$ cat src/rtl/char_mover.sv
// rtl/char_mover.sv - tile-aligned sprite movement controller with wall probing
// Purpose: moves a 16x16 sprite one pixel per frame tick over a tile map,
//   turning on player requests and stopping at walls probed via a map port.
// Ports:
//   i_clk, i_rst_n          clock, synchronous active-low reset
//   i_frame_tick            one-cycle movement strobe per frame
//   i_req_valid, i_req_dir  player request (0 up, 1 down, 2 left, 3 right)
//   o_query_tx/ty/valid     map tile probe; i_query_wall answers one cycle later
//   i_query_wall            wall flag for the previously presented tile
//   o_char_x, o_char_y      sprite top-left position in pixels
//   o_dir, o_moving         current direction, last tick produced a step
//   o_anim_frame            walk animation index
//   o_tick_miss             one-cycle pulse when a tick arrives while busy
module char_mover #(
  parameter int X_SIZE  = 288,
  parameter int Y_SIZE  = 224,
  parameter int START_X = 136,
  parameter int START_Y = 104
) (
  input  logic       i_clk,
  input  logic       i_rst_n,
  input  logic       i_frame_tick,
  input  logic       i_req_valid,
  input  logic [1:0] i_req_dir,
  output logic [5:0] o_query_tx,
  output logic [4:0] o_query_ty,
  output logic       o_query_valid,
  input  logic       i_query_wall,
  output logic [9:0] o_char_x,
  output logic [9:0] o_char_y,
  output logic [1:0] o_dir,
  output logic       o_moving,
  output logic [1:0] o_anim_frame,
  output logic       o_tick_miss
);

  localparam int X_TILES = X_SIZE / 8;
  localparam int Y_TILES = Y_SIZE / 8;
  localparam logic [9:0] X_LAST = 10'(X_SIZE - 1);

  typedef enum logic [2:0] {IDLE, REQ_Q, REQ_W, CUR_Q, CUR_W, STEP} state_t;

  // forced: probe falls off the top/bottom edge, treated as a wall with no query
  typedef struct packed {
    logic       forced;
    logic [5:0] tx;
    logic [4:0] ty;
  } probe_t;

  state_t     state;
  logic [1:0] req_dir_q;
  logic       forced_wall;
  logic [1:0] pix_cnt;

  logic       aligned;
  logic [5:0] base_tx;
  logic [4:0] base_ty;
  probe_t     probe_req;
  probe_t     probe_cur;

  function automatic probe_t probe(input logic [1:0] d, input logic [5:0] tx,
                                   input logic [4:0] ty);
    probe_t p;
    p.forced = 1'b0;
    p.tx     = tx;
    p.ty     = ty;
    case (d)
      2'd0: if (ty == 5'd0) p.forced = 1'b1;
            else p.ty = ty - 5'd1;
      2'd1: if (({1'b0, ty} + 6'd2) >= 6'(Y_TILES)) p.forced = 1'b1;
            else p.ty = ty + 5'd2;
      2'd2: p.tx = (tx == 6'd0) ? 6'(X_TILES - 1) : tx - 6'd1;
      default: p.tx = (tx >= 6'(X_TILES - 2)) ? tx - 6'(X_TILES - 2) : tx + 6'd2;
    endcase
    return p;
  endfunction

  assign aligned   = (o_char_x[2:0] == 3'd0) && (o_char_y[2:0] == 3'd0);
  assign base_tx   = o_char_x[8:3];
  assign base_ty   = o_char_y[7:3];
  assign probe_req = probe(i_req_dir, base_tx, base_ty);
  assign probe_cur = probe(o_dir, base_tx, base_ty);

  always_ff @(posedge i_clk) begin
    if (!i_rst_n) begin
      state         <= IDLE;
      o_char_x      <= 10'(START_X);
      o_char_y      <= 10'(START_Y);
      o_dir         <= 2'd2;
      o_moving      <= 1'b0;
      o_anim_frame  <= 2'd0;
      pix_cnt       <= 2'd0;
      o_query_valid <= 1'b0;
      o_query_tx    <= 6'd0;
      o_query_ty    <= 5'd0;
      o_tick_miss   <= 1'b0;
      req_dir_q     <= 2'd0;
      forced_wall   <= 1'b0;
    end else begin
      o_query_valid <= 1'b0;
      // ticks are never queued: any tick outside IDLE is dropped and flagged
      o_tick_miss   <= i_frame_tick && (state != IDLE);
      case (state)
        IDLE: begin
          if (i_frame_tick) begin
            if (i_req_valid && (i_req_dir == (o_dir ^ 2'd1))) begin
              // reversing never needs a probe: the tiles behind are known clear
              o_dir <= i_req_dir;
              state <= STEP;
            end else if (i_req_valid && aligned && (i_req_dir != o_dir)) begin
              req_dir_q     <= i_req_dir;
              forced_wall   <= probe_req.forced;
              o_query_valid <= !probe_req.forced;
              if (!probe_req.forced) begin
                o_query_tx <= probe_req.tx;
                o_query_ty <= probe_req.ty;
              end
              state <= REQ_Q;
            end else begin
              forced_wall   <= probe_cur.forced;
              o_query_valid <= !probe_cur.forced;
              if (!probe_cur.forced) begin
                o_query_tx <= probe_cur.tx;
                o_query_ty <= probe_cur.ty;
              end
              state <= CUR_Q;
            end
          end
        end
        REQ_Q: state <= REQ_W;
        REQ_W: begin
          if (i_query_wall || forced_wall) begin
            // requested turn blocked: fall back to probing the current direction
            forced_wall   <= probe_cur.forced;
            o_query_valid <= !probe_cur.forced;
            if (!probe_cur.forced) begin
              o_query_tx <= probe_cur.tx;
              o_query_ty <= probe_cur.ty;
            end
            state <= CUR_Q;
          end else begin
            o_dir <= req_dir_q;
            state <= STEP;
          end
        end
        CUR_Q: state <= CUR_W;
        CUR_W: begin
          // between tiles the path is already committed, so the probe is ignored
          if (aligned && (i_query_wall || forced_wall)) begin
            o_moving <= 1'b0;
            state    <= IDLE;
          end else begin
            state <= STEP;
          end
        end
        STEP: begin
          case (o_dir)
            2'd0: o_char_y <= o_char_y - 10'd1;
            2'd1: o_char_y <= o_char_y + 10'd1;
            2'd2: o_char_x <= (o_char_x == 10'd0) ? X_LAST : o_char_x - 10'd1;
            default: o_char_x <= (o_char_x == X_LAST) ? 10'd0 : o_char_x + 10'd1;
          endcase
          o_moving <= 1'b1;
          pix_cnt  <= pix_cnt + 2'd1;
          if (pix_cnt == 2'd3) o_anim_frame <= o_anim_frame + 2'd1;
          state <= IDLE;
        end
        default: state <= IDLE;
      endcase
    end
  end

endmodule

$ cat config.mk
export PLATFORM = sky130hd
export DESIGN_NAME = char_mover
export DESIGN_NICKNAME = d
export VERILOG_FILES = /design/src/rtl/char_mover.sv
export SDC_FILE = /design/constraint.sdc
export NUM_CORES = 1
export LEC_CHECK = 0
export BUFFER_PORTS_ARGS = -buffer_cell sky130_fd_sc_hd__buf_2
export CAP_MARGIN = 15
export CORE_ASPECT_RATIO = 0.6
export CORE_MARGIN = 2
export CORE_UTILIZATION = 35
export DETAILED_ROUTE_END_ITERATION = 16
export SETUP_SLACK_MARGIN = 0.1
export SYNTH_ARGS = -nofsm -noshare
export SYNTH_HDL_FRONTEND = slang
export SYNTH_SLANG_ARGS = --single-unit
$ cat constraint.sdc
create_clock -name i_clk -period 2.9 [get_ports i_clk]
set_input_delay 0.145 -clock i_clk [delete_from_list [all_inputs] [get_ports i_clk]]
set_output_delay 0.145 -clock i_clk [all_outputs]
set_load 0.01 [all_outputs]
==> Yosys cells after proc, flatten, opt, wreduce, memory -nomap -nowiden <==
Index checks and enable logic that the tools add are counted.
{ "totals": {"ff_bits": 46, "in_bits": 7, "out_inout_bits": 38, "elab_cells": 133} }
{ "classes": {"add_sub_neg": 12, "magnitude_cmp": 2, "eq_ne": 20, "mux": 52, "n_bitwise": 3, "n_reduce_logical": 31} }
{ "ops": {"columns": ["cell", "count"], "rows": [
  ["$mux W6", 8],
  ["$mux W5", 8],
  ["$pmux W10 S2", 2],
  ["$pmux W6 S2", 3],
  ["$pmux W5 S2", 3],
  ["$add A10 B1 Y10 const B", 2],
  ["$mux W10", 2],
  ["$sub A10 B1 Y10 const B", 2],
  ["$pmux W3 S5", 1],
  ["$mux W3", 4],
  ["$ne A2 B2 Y1 const B", 6],
  ["$reduce_and A4 Y1", 3],
  ["$mux W1", 11],
  ["$eq A10 B9 Y1 const B", 1],
  ["$logic_not A10 Y1", 1],
  ["$pmux W1 S2", 5],
  ["$logic_not A3 Y1", 3],
  ["$mux W2", 4],
  ["$reduce_and A2 Y1", 4],
  ["$add A5 B2 Y6 const B", 1],
  ["$add A6 B2 Y6 const B", 1],
  ["$eq A2 B2 Y1 const B", 3],
  ["$eq A3 B2 Y1 const B", 2],
  ["$eq A3 B3 Y1 const B", 2],
  ["other kinds (24)", 38]
]} }

==> Logic depth before layout (Yosys ltp) <==
Gate-level depths: netlist of the first run.
{ "logic_depth": {"depth_word": 9, "depth_mapped": 10, "depth_no_buf": 8} }

==> Worst setup path before layout of the first run <==
OpenSTA, ideal clock, no wires.
{ "synth_path": {"path_type": "register to register", "startpoint": "register o_dir[1]", "endpoint": "register o_char_y[8]", "setup_ns": 0.106, "arrival_time_ns": 2.455, "t_required_ns": 2.794, "setup_slack_ns": 0.339, "path_stages_with_launch": 10, "path_buffers": 1, "period_less_slack_ns": 2.561, "path_cell_list": "dfxtp_1 -> clkbuf_1 -> nand2b_1 -> ha_1 -> a21o_1 -> a21oi_1 -> o211ai_1 -> a21oi_1 -> nor2b_1 -> o311ai_0"} }
{ "synth_via": {"elab_chain_cells": 3, "elab_cells_between_ends": 5, "classes_between": "1 x eq/ne; 1 x mux; 3 x reduce/logical"} }
{ "synth_rtl": {"columns": ["element", "line_no", "source"], "rows": [
  ["start: declaration", "31", "output logic [1:0] o_dir,"],
  ["start signal: assignment", "108", "o_dir <= i_req_dir;"],
  ["start signal: assignment", "142", "o_dir <= req_dir_q;"],
  ["$eq A2 B1 Y1 / $logic_not A2 Y1 (equally long branches)", "157", "case (o_dir)"],
  ["$reduce_bool A2 Y1 (no source line)", null, null],
  ["$reduce_and A2 Y1 (no source line)", null, null],
  ["end signal: assignment", "88", "o_char_y <= 10'(START_Y);"],
  ["end signal: assignment", "158", "2'd0: o_char_y <= o_char_y - 10'd1;"],
  ["end signal: assignment", "159", "2'd1: o_char_y <= o_char_y + 10'd1;"],
  ["end: declaration", "30", "output logic [9:0] o_char_y,"]
]} }
Parallel ways exist; a longest one is shown, timed or not.
A chain may end at the register's enable or synchronous reset.

==> Worst setup path after layout of the first run <==
{ "layout_path": {"startpoint": "register o_char_y[4]", "endpoint": "register o_query_tx[3]"} }
{ "layout_via": {"elab_chain_cells": 9, "elab_cells_between_ends": 15, "classes_between": "1 x add/sub; 1 x order compare; 1 x eq/ne; 10 x mux; 2 x reduce/logical"} }
{ "layout_rtl": {"columns": ["element", "line_no", "source"], "rows": [
  ["$add A5 B2 Y6", "70", "2'd1: if (({1'b0, ty} + 6'd2) >= 6'(Y_TILES)) p.forced = 1'b1;"],
  ["$ge A6 B5 Y1", "70", null],
  ["$mux W1", "70", null],
  ["$pmux W1 S2", "67", "case (d)"],
  ["$mux W6 (4 in series)", null, null],
  ["$pmux W6 S2", null, null],
  ["end signal: assignment", "115", "o_query_tx <= probe_req.tx;"],
  ["end signal: assignment", "123", "o_query_tx <= probe_cur.tx;"],
  ["end signal: assignment", "137", "o_query_tx <= probe_cur.tx;"],
  ["end: declaration", "25", "output logic [5:0] o_query_tx,"]
]} }
Parallel ways exist; a longest one is shown, timed or not. The select of a mux whose other input is x is not followed.

==> summary.md, run 1 <==
| Metric | Value |
|---|---|
| Routed Antenna Nets | 0 |
| Setup Fix Bufs, Post-CTS | 0 |
| CTS Buf Count | 5 |
| Crit Path Max Fanout | 6 |
| GRT met2 Usage | 27.8% |
| Finished Cell Area | 4570 um^2 |
| Die X | 142 um |
| First-pass GRT wire length | 20500 um |
| Most frequent cells in the layout | 46 x nor2_1, 46 x dfxtp_1, 44 x buf_2, 37 x a21oi_1, 34 x nand2_1 |
| Simple-gate share of the synthesized area | 23.6% |
| Max Fclk | 0.379 GHz |
| Dpl hpwl | 9510 um |
| Yosys reg bits | 46 |
| Critical path class | register to register |
| Die Height | 86.9 um |
| Xor and xnor area share after synthesis | 3.47% |
| Routed wire length | 12900 um |
| HP Class | input port to register |
| Mux contribution to synthesized area | 4.78% |
| Fin. Hold Viols | 0 |
| Fin nets | 584 |
| Max cap viols | 0 |
| Startpoint Class | register |
| Number of synthesized flops with an enable pin | 0 |
| Asr flop ratio synth | 0% |
| Via count | 4191 |
| Initial Util | 35.7% |
| # clock sinks | 46 |
| Cells after Synth | 513 |
| Core ar. | 11200 um^2 |
| Initial drt markers | 510 |
| Crit share post-route | 90.9% |
| Clock tree buffer depth | 2 |
| Clock skew | 0.00618 ns |
| Number of global-route vias before repair | 3778 |
| Clock Latency Late Sink | 0.29 ns |
| Number of synthesis warnings | 0 |
| Status | complete, no violations |
| Register area share after synthesis | 23.0% |
| Layout fillers | 1161 |
| Routability cong. | 0.923 |
| Top_reg_cell synth | dfxtp_1 |
| Ratio of cells with drive above 1 in the final layout | 16.7% |
| Syn Area/Cell | 7.81 um^2 |
| Vias per cell | 6.02 |
| Gr busiest metal | met1 |
| Initial antenna violation count | 0 |
| Ant diodes | 0 |
| CTS tree | yes |
| FF-to-FF setup slack | 0.26 ns |
| Syn Std Cell Area | 4010 um^2 |
| Peak VDD IR | 0.252 mV |
| Site Rows | 30 |
| Port Buffers | 44 |
| Worst-path clk slew | 0.06 ns |
| Critical Path RT | 3.08 ns |
| TNS Setup | 0 ns |
| H-tree Lvls | 2 |
| Met1 Track Usage GR | 34.2% |
| Syn_nets | 546 |
| Post-CTS Resized | 0 |
| Largest family of logic cells by synthesized area | compound AO/OA/AOI/OAI gates |
| DRT Pass-1 Iters | 7 |
| Minimum clock period after layout | 2.64 ns |
| Total Routing Usage GR | 21.0% |
| Power, Total | 2000 uW |
| Io pins | 45 |
| Util after Layout | 40.7% |
| Leak | 0.00188 uW |
| Drt drc | 0 |
| Setup repair after global routing missed its margin | no |
| Synth cell types | 81 |
| Met3 Track Usage GR | 4.73% |
| Final slew viol count | 0 |
| Synth Area in Adders | 8.31% |
| Pwr/cell area | 438 nW/um^2 |
| Root Driver | clkbuf_16 |
| Synth Area in Compound Gates | 31.2% |
| Area Overhead vs Synth | 14.1% |
| DP Area | 4410 um^2 |
| Largest net degree at the start of global routing | 29 |
| Endpoint class of the critical path | register |
| Global route overflow | 0 |
| Worst path arrival time | 2.81 ns |
| Die area | 12300 um^2 |
| DR WL/cell | 18.5 um |
| Worst slew margin | 57.2% |
| Count of final setup violators | 0 |
| Hold-fix buffers, CTS | 0 |
| Worst Max-Slew Pin Slew | 0.640 ns |
[worst max-delay path: stages (launching register included)]
cell and delay (ns):
dfxtp_1 0.33, inv_1 0.06, ha_1 0.36, o21ai_0 0.18
o21ai_1 0.22, a211oi_2 0.53, o311a_1 0.43, o211ai_1 0.22
o2111a_1 0.19
[kinds of logic (layout without fill, tap and decap cells)]
kind of cell	after synthesis	in the layout
and+or+nand+nor	178	178
AOI/OAI and AO/OA	176	176
buffers and inverters	53	92
DFF	46	46
adders and majority gates	26	26
muxes	19	19
xor gates and xnor gates	15	15
[flip-flops by register name, summed over array words and instances (netlist names), 3 cells and up]
| name | cells |
|---|---|
| o_query_ty | 5 |
| o_query_tx | 6 |
| o_char_y | 10 |
| state | 3 |
| o_char_x | 10 |
[power breakdown]
| part | internal (uW) | leakage, uW | switching (uW) | total [uW] |
|---|---|---|---|---|
| combinational | 253 | 0.00143 | 399 | 652 |
| clock | 342 | 0.0000739 | 253 | 595 |
| sequential | 694 | 0.000374 | 61.6 | 755 |
[path summary, 6_finish.rpt]
path                startpoint       endpoint  depth (start not counted)
setup / recovery   o_char_y[4]  o_query_tx[3]                          8
hold / removal    i_frame_tick    o_tick_miss                          3
setup reg to reg   o_char_y[4]  o_query_tx[3]                          8
hold reg to reg     pix_cnt[1]     pix_cnt[1]                          2
[synth_stat cells (11+ instances only)]
master	count	area [um^2]
nor3_1	11	55.1
dfxtp_1	46	921
nor2_1	46	173
mux2i_1	18	180
nand3_1	17	85.1
ha_1	25	313
clkbuf_1	28	105
o21ai_0	33	165
inv_1	16	60.1
a21oi_1	37	185
nand2_1	34	128
[routing by layer]
metal	wire [um]	vias up
li1	-	2011
met1	6950	1982
met2	4740	182
met3	1090	16
met4	103	0
met5	0	-
[metrics by stage]
stage                     hold slack, ns  setup slack, ns  instances
after floorplan                    0.259            0.339        513
after global placement             0.425            0.370        688
after detailed placement           0.435            0.310        688
after CTS                          0.124            0.245        696
after global routing               0.144            0.157        696
final                              0.129            0.264        696
[final cells by class]
cell class,count,area (um^2),area share [%]
multi-input cells,414,2870,62.8
flip-flops and latches,46,921,20.1
repair buffers,66,385,8.43
well taps,144,180,3.94
clock buffers,7,143,3.12
inverters,18,67.6,1.48
clock inverters,1,5.00,0.109
Power figures use the tool's default switching activity.
==> inputs of run 2 (changes only) <==
ABC_AREA = 1   (was not set)
CORE_UTILIZATION = 50   (was 35)
PLACE_DENSITY = 0.7   (was not set)
==> summary.md, run 2 <==
| Metric | Value |
|---|---|
| Setup repair after global routing missed its margin | no |
| Total Routing Usage GR | 27.6% |
| Commonest non-fill, non-tap cell in the layout | nand2_1 |
| Layout fillers | 793 |
| Root Driver | clkbuf_16 |
| Max layer used | met4 |
| Syn Std Cell Area | 4120 um^2 |
| DR WL/cell | 15.1 um |
| Count leader, synth | nand2_1 |
| Drt drc | 0 |
| DRT Pass-1 Iters | 5 |
| Post-CTS Resized | 0 |
| Area of the multi-input gates | 2710 um^2 |
| Core ar. | 7950 um^2 |
| Number of synthesized flops with an enable pin | 0 |
| Number of synthesis warnings | 0 |
| Crit share post-route | 78.7% |
| # clock sinks | 46 |
| Status | complete, no violations |
| Io pins | 45 |
| Die Height | 74.3 um |
| Register area share after synthesis | 22.4% |
| Largest net degree at the start of global routing | 27 |
| Met1 wire length | 5880 um |
| Asr flop ratio synth | 0% |
| Final slew viol count | 0 |
| Syn Area/Cell | 6.27 um^2 |
| Leading area contributor after synthesis | dfxtp_1 |
| Startpoint Class | register |
| Area Overhead vs Synth | 10.3% |
| Via count | 4490 |
| Crit path max-delay cell type | dfxtp_1 |
| Ratio of cells with drive above 1 in the final layout | 14.5% |
| Synth cell count leaders | 135 x nand2_1, 86 x inv_1, 70 x nand3_1, 69 x nor2_1, 48 x o21ai_0 |
| Top_reg_cell synth | dfxtp_1 |
| Ant diodes | 0 |
| Synth top area share | 22.4% |
| Endpoint class of the critical path | register |
| Most frequent cells in the layout | 135 x nand2_1, 86 x inv_1, 70 x nand3_1, 69 x nor2_1, 48 x o21ai_0 |
| CTS tree | yes |
| H-tree Lvls | 2 |
| Global route overflow | 0 |
| Die X | 121 um |
| Fin worst setup slack | 0.618 ns |
| CP delay by family, top | simple AND/OR/NAND/NOR gates |
| Site Rows | 25 |
| Synth cell types | 47 |
| TNS Setup | 0 ns |
| Critical path class | register to register |
| Routability cong. | 0.937 |
| Routed Antenna Nets | 0 |
| Initial antenna violation count | 0 |
| Largest registers | o_char_x x10, o_char_y x10, o_query_tx x6 |
| Worst Max-Slew Pin Slew | 0.925 ns |
| Critical Path RT | 3.04 ns |
| Hold-fix buffers, CTS | 0 |
| Worst path arrival time | 2.42 ns |
| Peak VDD IR | 0.351 mV |
| Worst path max stage delay | 0.52 ns |
| Routed wire length | 12100 um |
| CTS Buf Count | 5 |
| Storage cell area | 921 um^2 |
| Top area cells in the synthesized netlist | dfxtp_1 22%, nand2_1 12%, nand3_1 8.5%, inv_1 7.8%, ha_1 7.6% |
| Max Fclk | 0.438 GHz |
| Met3 WL | 1260 um |
| HP Class | input port to register |
| First-pass GRT wire length | 19700 um |
| Pwr/cell area | 676 nW/um^2 |
| Leak | 0.00229 uW |
| Crit path buf inv count | 3 |
| Initial Util | 51.9% |
| Pre-CTS WS | 0.642 ns |
| Syn_nets | 690 |
| Clock tree buffer depth | 2 |
| Clock Latency Late Sink | 0.30 ns |
| Cells after Synth | 657 |
| Dpl hpwl | 9020 um |
| Initial drt markers | 384 |
| Setup Fix Bufs, Post-CTS | 0 |
| Clock skew | 0.0135 ns |
| Met2 routed WL | 4850 um |
| Vias per cell | 5.61 |
| Power, Total | 3070 uW |
| FF-to-FF setup slack | 0.62 ns |
| Minimum clock period after layout | 2.28 ns |
| Port Buffers | 44 |
| Yosys reg bits | 46 |
| Fin. Hold Viols | 0 |
| Fin nets | 724 |
| Worst slew margin | 38.3% |
| Max cap viols | 0 |
| Crit Path Max Fanout | 10 |
| Die area | 9010 um^2 |
| Worst-path clk slew | 0.07 ns |
| Count of final setup violators | 0 |
| Crit-path cells | inv_1, ha_1, inv_1, nor2_4, nand2_4, nand2_4, nand2_2, nand2_1, nand3_1, nand2_2, inv_2, nand2_1, a21oi_2 |
| Number of global-route vias before repair | 3965 |
[run 2: final timing paths]
kind,from,end,cells past startpoint
worst max-delay path,o_char_y[4],o_query_tx[0],13
worst min-delay path,i_frame_tick,o_tick_miss,3
worst max register to register,o_char_y[4],o_query_tx[0],13
worst min register to register,pix_cnt[0],pix_cnt[0],2
[run 2: stage by stage]
step	hold slack (ns)	utilization (%)	instances	cell area, um^2
after detailed placement	0.426	55.1	792	4380
after floorplan	0.289	-	657	4120
final	0.130	57.2	800	4550
after global placement	0.428	55.1	792	4380
after global routing	0.128	57.2	800	4550
after CTS	0.124	57.2	800	4550
[run 2: cell type report]
| cell class | instances | area share [%] |
|---|---|---|
| Tap cell | 108 | 2.97 |
| Sequential cell | 46 | 20.3 |
| Clock buffer | 6 | 2.84 |
| Clock inverter | 2 | 0.826 |
| Multi-Input combinational cell | 495 | 59.7 |
| Inverter | 95 | 7.90 |
| Timing Repair Buffer | 48 | 5.51 |
[run 2: tightest hold or removal path, delay by kind of cell]
family,cells,cell delay [ns]
buf+inv,2,0.17
simple gates,1,0.05
[run 2: routing by layer]
metal | up-vias | track usage [%]
met5 | - | 0
met4 | 0 | 5.24
met3 | 12 | 5.52
met2 | 217 | 41.3
met1 | 2045 | 41.3
li1 | 2216 | -
[run 2: cells by family after synthesis]
| group | after synthesis | share of synthesized area [%] |
|---|---|---|
| adder cells (fa/ha/maj) | 26 | 8.08 |
| buffers and inverters | 116 | 11.8 |
| AO/OA/AOI/OAI | 123 | 16.9 |
| multiplexers | 1 | 0.243 |
| AND/OR/NAND/NOR | 324 | 36.1 |
| flip-flops | 46 | 22.4 |
| XOR/XNOR | 21 | 4.46 |
[run 2: report_power, final]
group | total, uW | internal, uW | switching (uW)
sequential | 876 | 766 | 110
combinational | 1530 | 502 | 1030
clock | 668 | 408 | 261
total | 3070 | 1680 | 1400
